### src/rtl/qkd_bank_scheduler_if.sv
// Slot-generator and record-RAM/host signals of the bank scheduler.
// The master modport is the scheduler side; the slave modport is the generator/RAM/host side.
interface qkd_bank_scheduler_if #(
  parameter int unsigned ADDR_W = 15
);
  logic              slot_valid;
  logic [2:0]        slot_state;
  logic              gate;
  logic              wr_en;
  logic [ADDR_W-1:0] wr_addr;
  logic [31:0]       wr_data;
  logic [1:0]        bank_ready;
  logic [1:0]        bank_ack;

  modport master (
    input  slot_valid, slot_state, bank_ack,
    output gate, wr_en, wr_addr, wr_data, bank_ready
  );

  modport slave (
    output slot_valid, slot_state, bank_ack,
    input  gate, wr_en, wr_addr, wr_data, bank_ready
  );
endinterface

### src/rtl/qkd_bank_scheduler.sv
// Packs 3-bit slot codes into words of a ping-pong record RAM, closes each bank with a
// sequence-counter word and gates pulse emission off while no free bank is available.
module qkd_bank_scheduler #(
  parameter int unsigned SLOTS_PER_WORD = 10,
  parameter int unsigned BANK_DEPTH     = 16384,
  parameter int unsigned ADDR_W         = 15
) (
  input  logic                        clk,
  input  logic                        rst,
  input  logic                        enable,
  qkd_bank_scheduler_if.master        bus,
  output logic [31:0]                 bank_count,
  output logic                        overflow,
  output logic [1:0]                  fsm_state
);

  localparam int unsigned PACK_W = 3 * SLOTS_PER_WORD;
  localparam int unsigned K_W    = $clog2(SLOTS_PER_WORD);
  localparam int unsigned OFF_W  = ADDR_W - 1;
  localparam logic [K_W-1:0]   LAST_K    = K_W'(SLOTS_PER_WORD - 1);
  localparam logic [OFF_W-1:0] LAST_DATA = OFF_W'(BANK_DEPTH - 2);

  typedef enum logic [1:0] {
    S_IDLE   = 2'd0,
    S_FILL   = 2'd1,
    S_HEADER = 2'd2,
    S_STALL  = 2'd3
  } state_t;

  state_t              state, state_n;
  logic                bank, bank_n;
  logic [OFF_W-1:0]    offset, offset_n;
  logic [K_W-1:0]      k, k_n;
  logic [PACK_W-1:0]   packed_q, packed_n;
  logic                wr_en_n;
  logic [ADDR_W-1:0]   wr_addr_n;
  logic [31:0]         wr_data_n;
  logic [1:0]          ready_set, ready_n;
  logic [31:0]         count_n;
  logic                overflow_n;

  always_comb begin
    state_n    = state;
    bank_n     = bank;
    offset_n   = offset;
    k_n        = k;
    packed_n   = packed_q;
    wr_en_n    = 1'b0;
    wr_addr_n  = bus.wr_addr;
    wr_data_n  = bus.wr_data;
    ready_set  = '0;
    count_n    = bank_count;
    overflow_n = overflow;

    unique case (state)
      S_IDLE: begin
        if (enable) state_n = S_FILL;
      end
      S_FILL: begin
        if (!enable) begin
          state_n  = S_IDLE;
          k_n      = '0;
          packed_n = '0;
        end else if (bus.slot_valid) begin
          packed_n[3*k +: 3] = bus.slot_state;
          if (k == LAST_K) begin
            wr_en_n   = 1'b1;
            wr_addr_n = {bank, offset};
            wr_data_n = 32'(packed_n);
            k_n       = '0;
            packed_n  = '0;
            offset_n  = offset + 1'b1;
            if (offset == LAST_DATA) state_n = S_HEADER;
          end else begin
            k_n = k + 1'b1;
          end
        end
      end
      S_HEADER: begin
        // offset already sits on the bank's last word here
        wr_en_n         = 1'b1;
        wr_addr_n       = {bank, offset};
        wr_data_n       = bank_count;
        ready_set[bank] = 1'b1;
        count_n         = bank_count + 32'd1;
        bank_n          = ~bank;
        offset_n        = '0;
        if (!enable) begin
          state_n = S_IDLE;
        end else if (bus.bank_ready[~bank] && !bus.bank_ack[~bank]) begin
          state_n    = S_STALL;
          overflow_n = 1'b1;
        end else begin
          state_n = S_FILL;
        end
      end
      S_STALL: begin
        if (!enable) begin
          state_n  = S_IDLE;
          k_n      = '0;
          packed_n = '0;
        end else if (bus.bank_ack[bank]) begin
          state_n = S_FILL;
        end
      end
    endcase

    ready_n = (bus.bank_ready & ~bus.bank_ack) | ready_set;
  end

  always_ff @(posedge clk or negedge rst) begin
    if (!rst) begin
      state          <= S_IDLE;
      bank           <= 1'b0;
      offset         <= '0;
      k              <= '0;
      packed_q       <= '0;
      bus.gate       <= 1'b0;
      bus.wr_en      <= 1'b0;
      bus.wr_addr    <= '0;
      bus.wr_data    <= '0;
      bus.bank_ready <= '0;
      bank_count     <= '0;
      overflow       <= 1'b0;
    end else begin
      state          <= state_n;
      bank           <= bank_n;
      offset         <= offset_n;
      k              <= k_n;
      packed_q       <= packed_n;
      bus.gate       <= (state_n == S_FILL);
      bus.wr_en      <= wr_en_n;
      bus.wr_addr    <= wr_addr_n;
      bus.wr_data    <= wr_data_n;
      bus.bank_ready <= ready_n;
      bank_count     <= count_n;
      overflow       <= overflow_n;
    end
  end

  assign fsm_state = state;

endmodule
### src/flat_wrapper.sv
// flat-port wrapper written by rule: the top's interface ports become plain ports
module qkd_bank_scheduler_flat 
#(
  parameter int unsigned SLOTS_PER_WORD = 10,
  parameter int unsigned BANK_DEPTH     = 16384,
  parameter int unsigned ADDR_W         = 15
)
  (clk, rst, enable, bank_count, overflow, fsm_state, bus_slot_valid, bus_slot_state, bus_bank_ack, bus_gate, bus_wr_en, bus_wr_addr, bus_wr_data, bus_bank_ready);
  qkd_bank_scheduler_if #(.ADDR_W(ADDR_W)) bus_i ();
  input  logic clk;
  input  logic rst;
  input  logic enable;
  output logic [31:0] bank_count;
  output logic overflow;
  output logic [1:0] fsm_state;
  input wire logic [$bits(bus_i.slot_valid)-1:0] bus_slot_valid;
  input wire logic [$bits(bus_i.slot_state)-1:0] bus_slot_state;
  input wire logic [$bits(bus_i.bank_ack)-1:0] bus_bank_ack;
  output wire logic [$bits(bus_i.gate)-1:0] bus_gate;
  output wire logic [$bits(bus_i.wr_en)-1:0] bus_wr_en;
  output wire logic [$bits(bus_i.wr_addr)-1:0] bus_wr_addr;
  output wire logic [$bits(bus_i.wr_data)-1:0] bus_wr_data;
  output wire logic [$bits(bus_i.bank_ready)-1:0] bus_bank_ready;
  assign bus_i.slot_valid = bus_slot_valid;
  assign bus_i.slot_state = bus_slot_state;
  assign bus_i.bank_ack = bus_bank_ack;
  assign bus_gate = bus_i.gate;
  assign bus_wr_en = bus_i.wr_en;
  assign bus_wr_addr = bus_i.wr_addr;
  assign bus_wr_data = bus_i.wr_data;
  assign bus_bank_ready = bus_i.bank_ready;
  qkd_bank_scheduler #(.SLOTS_PER_WORD(SLOTS_PER_WORD), .BANK_DEPTH(BANK_DEPTH), .ADDR_W(ADDR_W)) u_core (.clk(clk), .rst(rst), .enable(enable), .bus(bus_i), .bank_count(bank_count), .overflow(overflow), .fsm_state(fsm_state));
endmodule
### config.mk
export PLATFORM = sky130hd
export DESIGN_NAME = qkd_bank_scheduler_flat
export DESIGN_NICKNAME = d
export VERILOG_FILES = /design/src/rtl/qkd_bank_scheduler_if.sv /design/src/rtl/qkd_bank_scheduler.sv /design/src/flat_wrapper.sv
export SDC_FILE = /design/constraint.sdc
export NUM_CORES = 1
export LEC_CHECK = 0
export CORE_UTILIZATION = 45
export DETAILED_ROUTE_END_ITERATION = 8
export PLACE_DENSITY = 0.79
export SLEW_MARGIN = 30
export SYNTH_ARGS = -nofsm -noshare
export SYNTH_HDL_FRONTEND = slang
export SYNTH_SLANG_ARGS = --single-unit
export TNS_END_PERCENT = 20
### constraint.sdc
create_clock -name clk -period 4.8 [get_ports clk]
set_input_delay 0.96 -clock clk [delete_from_list [all_inputs] [get_ports clk]]
set_output_delay 0.96 -clock clk [all_outputs]
set_load 0.02 [all_outputs]
==> qor.tcl <==
set qor(dieArea_mm2) 0.01500
set qor(post-layout-total-power_w) 0.003300
set qor(pwr_density_cell_mw_per_mm2) 400.4
set qor(startpoint_to_endpoint_class_of_the_critical_path) {register to register}
set qor(seq_area_frac_synth) 0.5172
set qor(detailed_router_iteration_count_before_antenna_repair) 5
set qor(r2r_path_end) {u_core.bus.wr_data[17]}
set qor(core_mm2) 0.01404
set qor(gr-usage-met2) 0.3936
set qor(timing.hold.worst.class) {register to register}
set qor(cts_resized) 0
set qor(post_cts_hold_buffer_count) 0
set qor(netlist.area_leader.share) 0.5172
set qor(netSwitchingPower_w) 0.0009775
set qor(timing.clock.skew_ns) 0.01573
set qor(total_negative_slack_ns) 0
set qor(synth-async-reset-ratio) 1.000
set qor(first_global_vias) 5687
set qor(outcome) {finished clean}
set qor(min_period_ns) 3.311
set qor(worstRegToRegCells) 7
set qor(timing.reg2reg.setup_slack_ns) 1.49
set qor(hold_depth) 2
set qor(maxCapViolations) 0
set qor(track_usage) 0.2531
set qor(antennaDiodeCount) 0
set qor(fmax_ghz) 0.3020
set qor(hold_path.startpoint) {u_core.bus.wr_addr[12]}
set qor(synth_area_leader_cell) {sky130_fd_sc_hd__dfrtp_1}
set qor(power_frac_comb) 0.204
set qor(biggest_area_contributors_in_the_synthesized_netlist) {sky130_fd_sc_hd__dfrtp_1, sky130_fd_sc_hd__nand2_1, sky130_fd_sc_hd__xor2_1}
set qor(synth_cell_type_count) 56
set qor(min_period_over_period) 0.6899
set qor(grt_first_pass_wirelength_mm) 29.04
set qor(start_util) 0.4651
set qor(p_leak_nw) 3.807
set qor(nets_in_the_synthesized_netlist) 677
set qor(cts_tree) {built}
set qor(final_weighted_congestion_of_routability_driven_global_placement) 0.9245
set qor(setup_slack_ns) 1.489
set qor(dp_hpwl_mm) 12.17
set qor(clk_path_buf_depth) 2
set qor(timing.hold.worst_endpoint) {u_core.bus.wr_addr[12]}
set qor(grt_most_used_layer) {met2}
set qor(syn_area_mm2) 0.006531
set qor(cts_made_buffers) 17
set qor(switching_share) 0.2962
set qor(route.final.wire_length_mm) 17.71
set qor(synthCells) 655
set qor(die_height_um) 122.5
set qor(required_time_worst_endpoint_ns) 5.10
set qor(first_iter_violations) 572
set qor(crit_fanout) 29
set qor(route.detailed.wl_per_inst_um) 18.90
set qor(clock_sink_count) 135
set qor(cts_max_level) 4
set qor(rows) 43
set qor(filler_cell_count) 1131
set qor(floorplan.die.width_um) 122.5
set qor(synth-seq-cells) 135
set qor(multiInputGateArea_mm2) 0.002960
set qor(layout-drive-gt1-share) 0.07001
set qor(dp_worst_setup_slack_ns) 1.048
set qor(cts_root_buf) {sky130_fd_sc_hd__clkbuf_16}
set qor(detailed_route_via_count) 5658
set qor(vdd_drop_max_mv) 0.2464
set qor(post_cts_buffers) 0
set qor(antenna_found_initial) 0
set qor(io_pins) 95
set qor(final_nets) 766
set qor(flow.area_growth_from_synthesis_pct) 26.21
set qor(synth_area_per_cell_um2) 9.971
set qor(start_kind) {register}
set qor(vias_per_cell) 6.038
set qor(ys.warnings.count) 0
set qor(globalRouteOverflowTotal) 0
set qor(final-seq-area_mm2) 0.003378
set qor(grt_start_max_net_pins) 85
set qor(slew_at_the_pin_closest_to_its_max_slew_limit_ns) 0.8579
set qor(crit_path_end_kind) {register}
set qor(drcViolationCount) 0
set qor(clock_latency_ns) 0.42
set qor(grt_util_met1) 0.3437
set qor(proportion_of_power_drawn_by_the_clock_network) 0.417
set qor(final_max_slew_viol_count) 0
set qor(count_of_flip_flops_with_a_built_in_enable_after_synthesis) 0
set qor(share_of_power_burned_in_registers) 0.380
set qor(synth-main-ff-cell) {sky130_fd_sc_hd__dfrtp_1}
set qor(critPathArrivalTime_ns) 3.61
set qor(setup_repair_after_global_routing_missed_its_margin) {no}
set qor(internal_power_w) 0.002323
set qor(port_buffers) 94
set qor(remaining_antenna_violation_count) 0
set qor(path_clk_slew_ns) 0.06
set qor(hold_viol) 0
set qor(crit-reg2reg-launch) {u_core.fsm_state[1]}
set qor(timing.slew.headroom) 0.4275
set qor(setup_viol_count_final) 0
set qor(grt_use_met3) 0.04600
## metrics by stage
step / std cells / hold slack, ns / cell area [um2] / utilization
finish: 937 / 0.4694 / 8243 / 0.5870
global route: 937 / 0.4957 / 8243 / 0.5870
CTS: 937 / 0.4751 / 8243 / 0.5870
detailed placement: 905 / 0.4623 / 7626 / 0.5431
global placement: 905 / 0.4494 / 7622 / 0.5428
floorplan: 655 / 0.4496 / 6531 / -
## kinds of logic (layout without fill, tap and decap cells)
logic type,count (synthesis),in the layout,synth area share
fa+ha+maj,13,13,0.02490
buf+inv,48,150,0.02950
simple gates,246,246,0.1820
xor+xnor,45,45,0.06035
compound gates,156,156,0.1669
mux,12,12,0.01916
flops,135,135,0.5172
## power groups by stage
stage          Clock [W]  Combinational [W]  Sequential, W
2_1_floorplan          0           0.000461        0.00126
3_3_place_gp           0           0.000634        0.00127
3_5_place_dp           0           0.000659        0.00127
4_1_cts          0.00138           0.000661        0.00125
5_1_grt          0.00144           0.000729        0.00126
6_report         0.00138           0.000672        0.00125
## Yosys cell counts, drive strengths merged, types with 2 or more instances
cell / n
ha: 13
o221ai: 7
and2: 3
nor4: 3
nand2b: 7
a221oi: 9
o21ai: 36
dfrtp: 135
nor2b: 3
and3: 11
o22a: 2
o32ai: 2
and4: 3
nor2: 44
clkbuf: 22
a31oi: 3
xor2: 24
o211ai: 8
o22ai: 21
a211oi: 3
a21boi: 2
nand3b: 3
o2bb2ai: 4
mux2i: 8
o211a: 2
mux2: 4
or4: 2
buf: 10
nor3: 15
a21oi: 24
a21o: 10
inv: 16
nand2: 95
or2: 3
a22o: 16
xnor2: 21
nand4: 15
or3: 10
nand3: 28
## area by class of cell
| type | instances | area share |
|---|---|---|
| Tap cell | 180 | 0.02732 |
| Clock buffer | 24 | 0.05723 |
| Inverter | 16 | 0.007286 |
| Sequential cell | 135 | 0.4098 |
| Multi-Input combinational cell | 472 | 0.3591 |
| Clock inverter | 8 | 0.01761 |
| Timing Repair Buffer | 102 | 0.1216 |
## worst max-delay path by stage
stage,start,endpoint,slack (ns)
after detailed placement,enable,u_core.bus.wr_data[17],1.05
final,u_core.fsm_state[1],u_core.bus.wr_data[17],1.49
after floorplan,u_core.k[0],u_core.packed_q[24],2.47
after global placement,enable,u_core.bus.wr_data[15],1.22
after CTS,u_core.fsm_state[1],u_core.bus.wr_data[17],1.41
after global routing,u_core.fsm_state[1],u_core.bus.wr_data[17],1.32
## registers in the layout (all words and copies together), names as in the netlist
register / count
u_core.bank_count: 32
u_core.bus.wr_data: 32
u_core.packed_q: 30
u_core.bus.wr_addr: 15
u_core.offset: 14
u_core.k: 4
u_core.bus.bank_ready: 2
u_core.fsm_state: 2
u_core.bank: 1
u_core.bus.gate: 1
u_core.bus.wr_en: 1
u_core.overflow: 1
## placed cells by master (no fill, tap or decap), types with 17 or more instances in the layout
cell type | Yosys | final
sky130_fd_sc_hd__dfrtp_1 | 135 | 135
sky130_fd_sc_hd__nand2_1 | 95 | 95
sky130_fd_sc_hd__clkdlybuf4s50_1 | 0 | 93
sky130_fd_sc_hd__nor2_1 | 44 | 44
sky130_fd_sc_hd__o21ai_0 | 33 | 33
sky130_fd_sc_hd__nand3_1 | 28 | 28
sky130_fd_sc_hd__xor2_1 | 24 | 24
sky130_fd_sc_hd__a21oi_1 | 23 | 23
sky130_fd_sc_hd__o22ai_1 | 21 | 21
sky130_fd_sc_hd__xnor2_1 | 21 | 21
sky130_fd_sc_hd__clkbuf_16 | 0 | 17
## metal layers
layer  up-vias  part of all wire  routed length, um
met5         -                 0                  0
met4         0             0.029                514
met3        43             0.063               1109
met2       268              0.47               8321
met1      2811              0.44               7767
li1       2536                 -                  -
## critical path, cell delays in order (launching register included)
cell and delay [ns]:
sky130_fd_sc_hd__dfrtp_1 0.45, sky130_fd_sc_hd__inv_1 0.14, sky130_fd_sc_hd__ha_1 0.55, sky130_fd_sc_hd__nand3_1 0.33, sky130_fd_sc_hd__or2_2 0.59, sky130_fd_sc_hd__nor2_1 0.72
sky130_fd_sc_hd__and3_1 0.33, sky130_fd_sc_hd__nor3_1 0.07
Note: power is estimated with default switching activity, not from simulation.
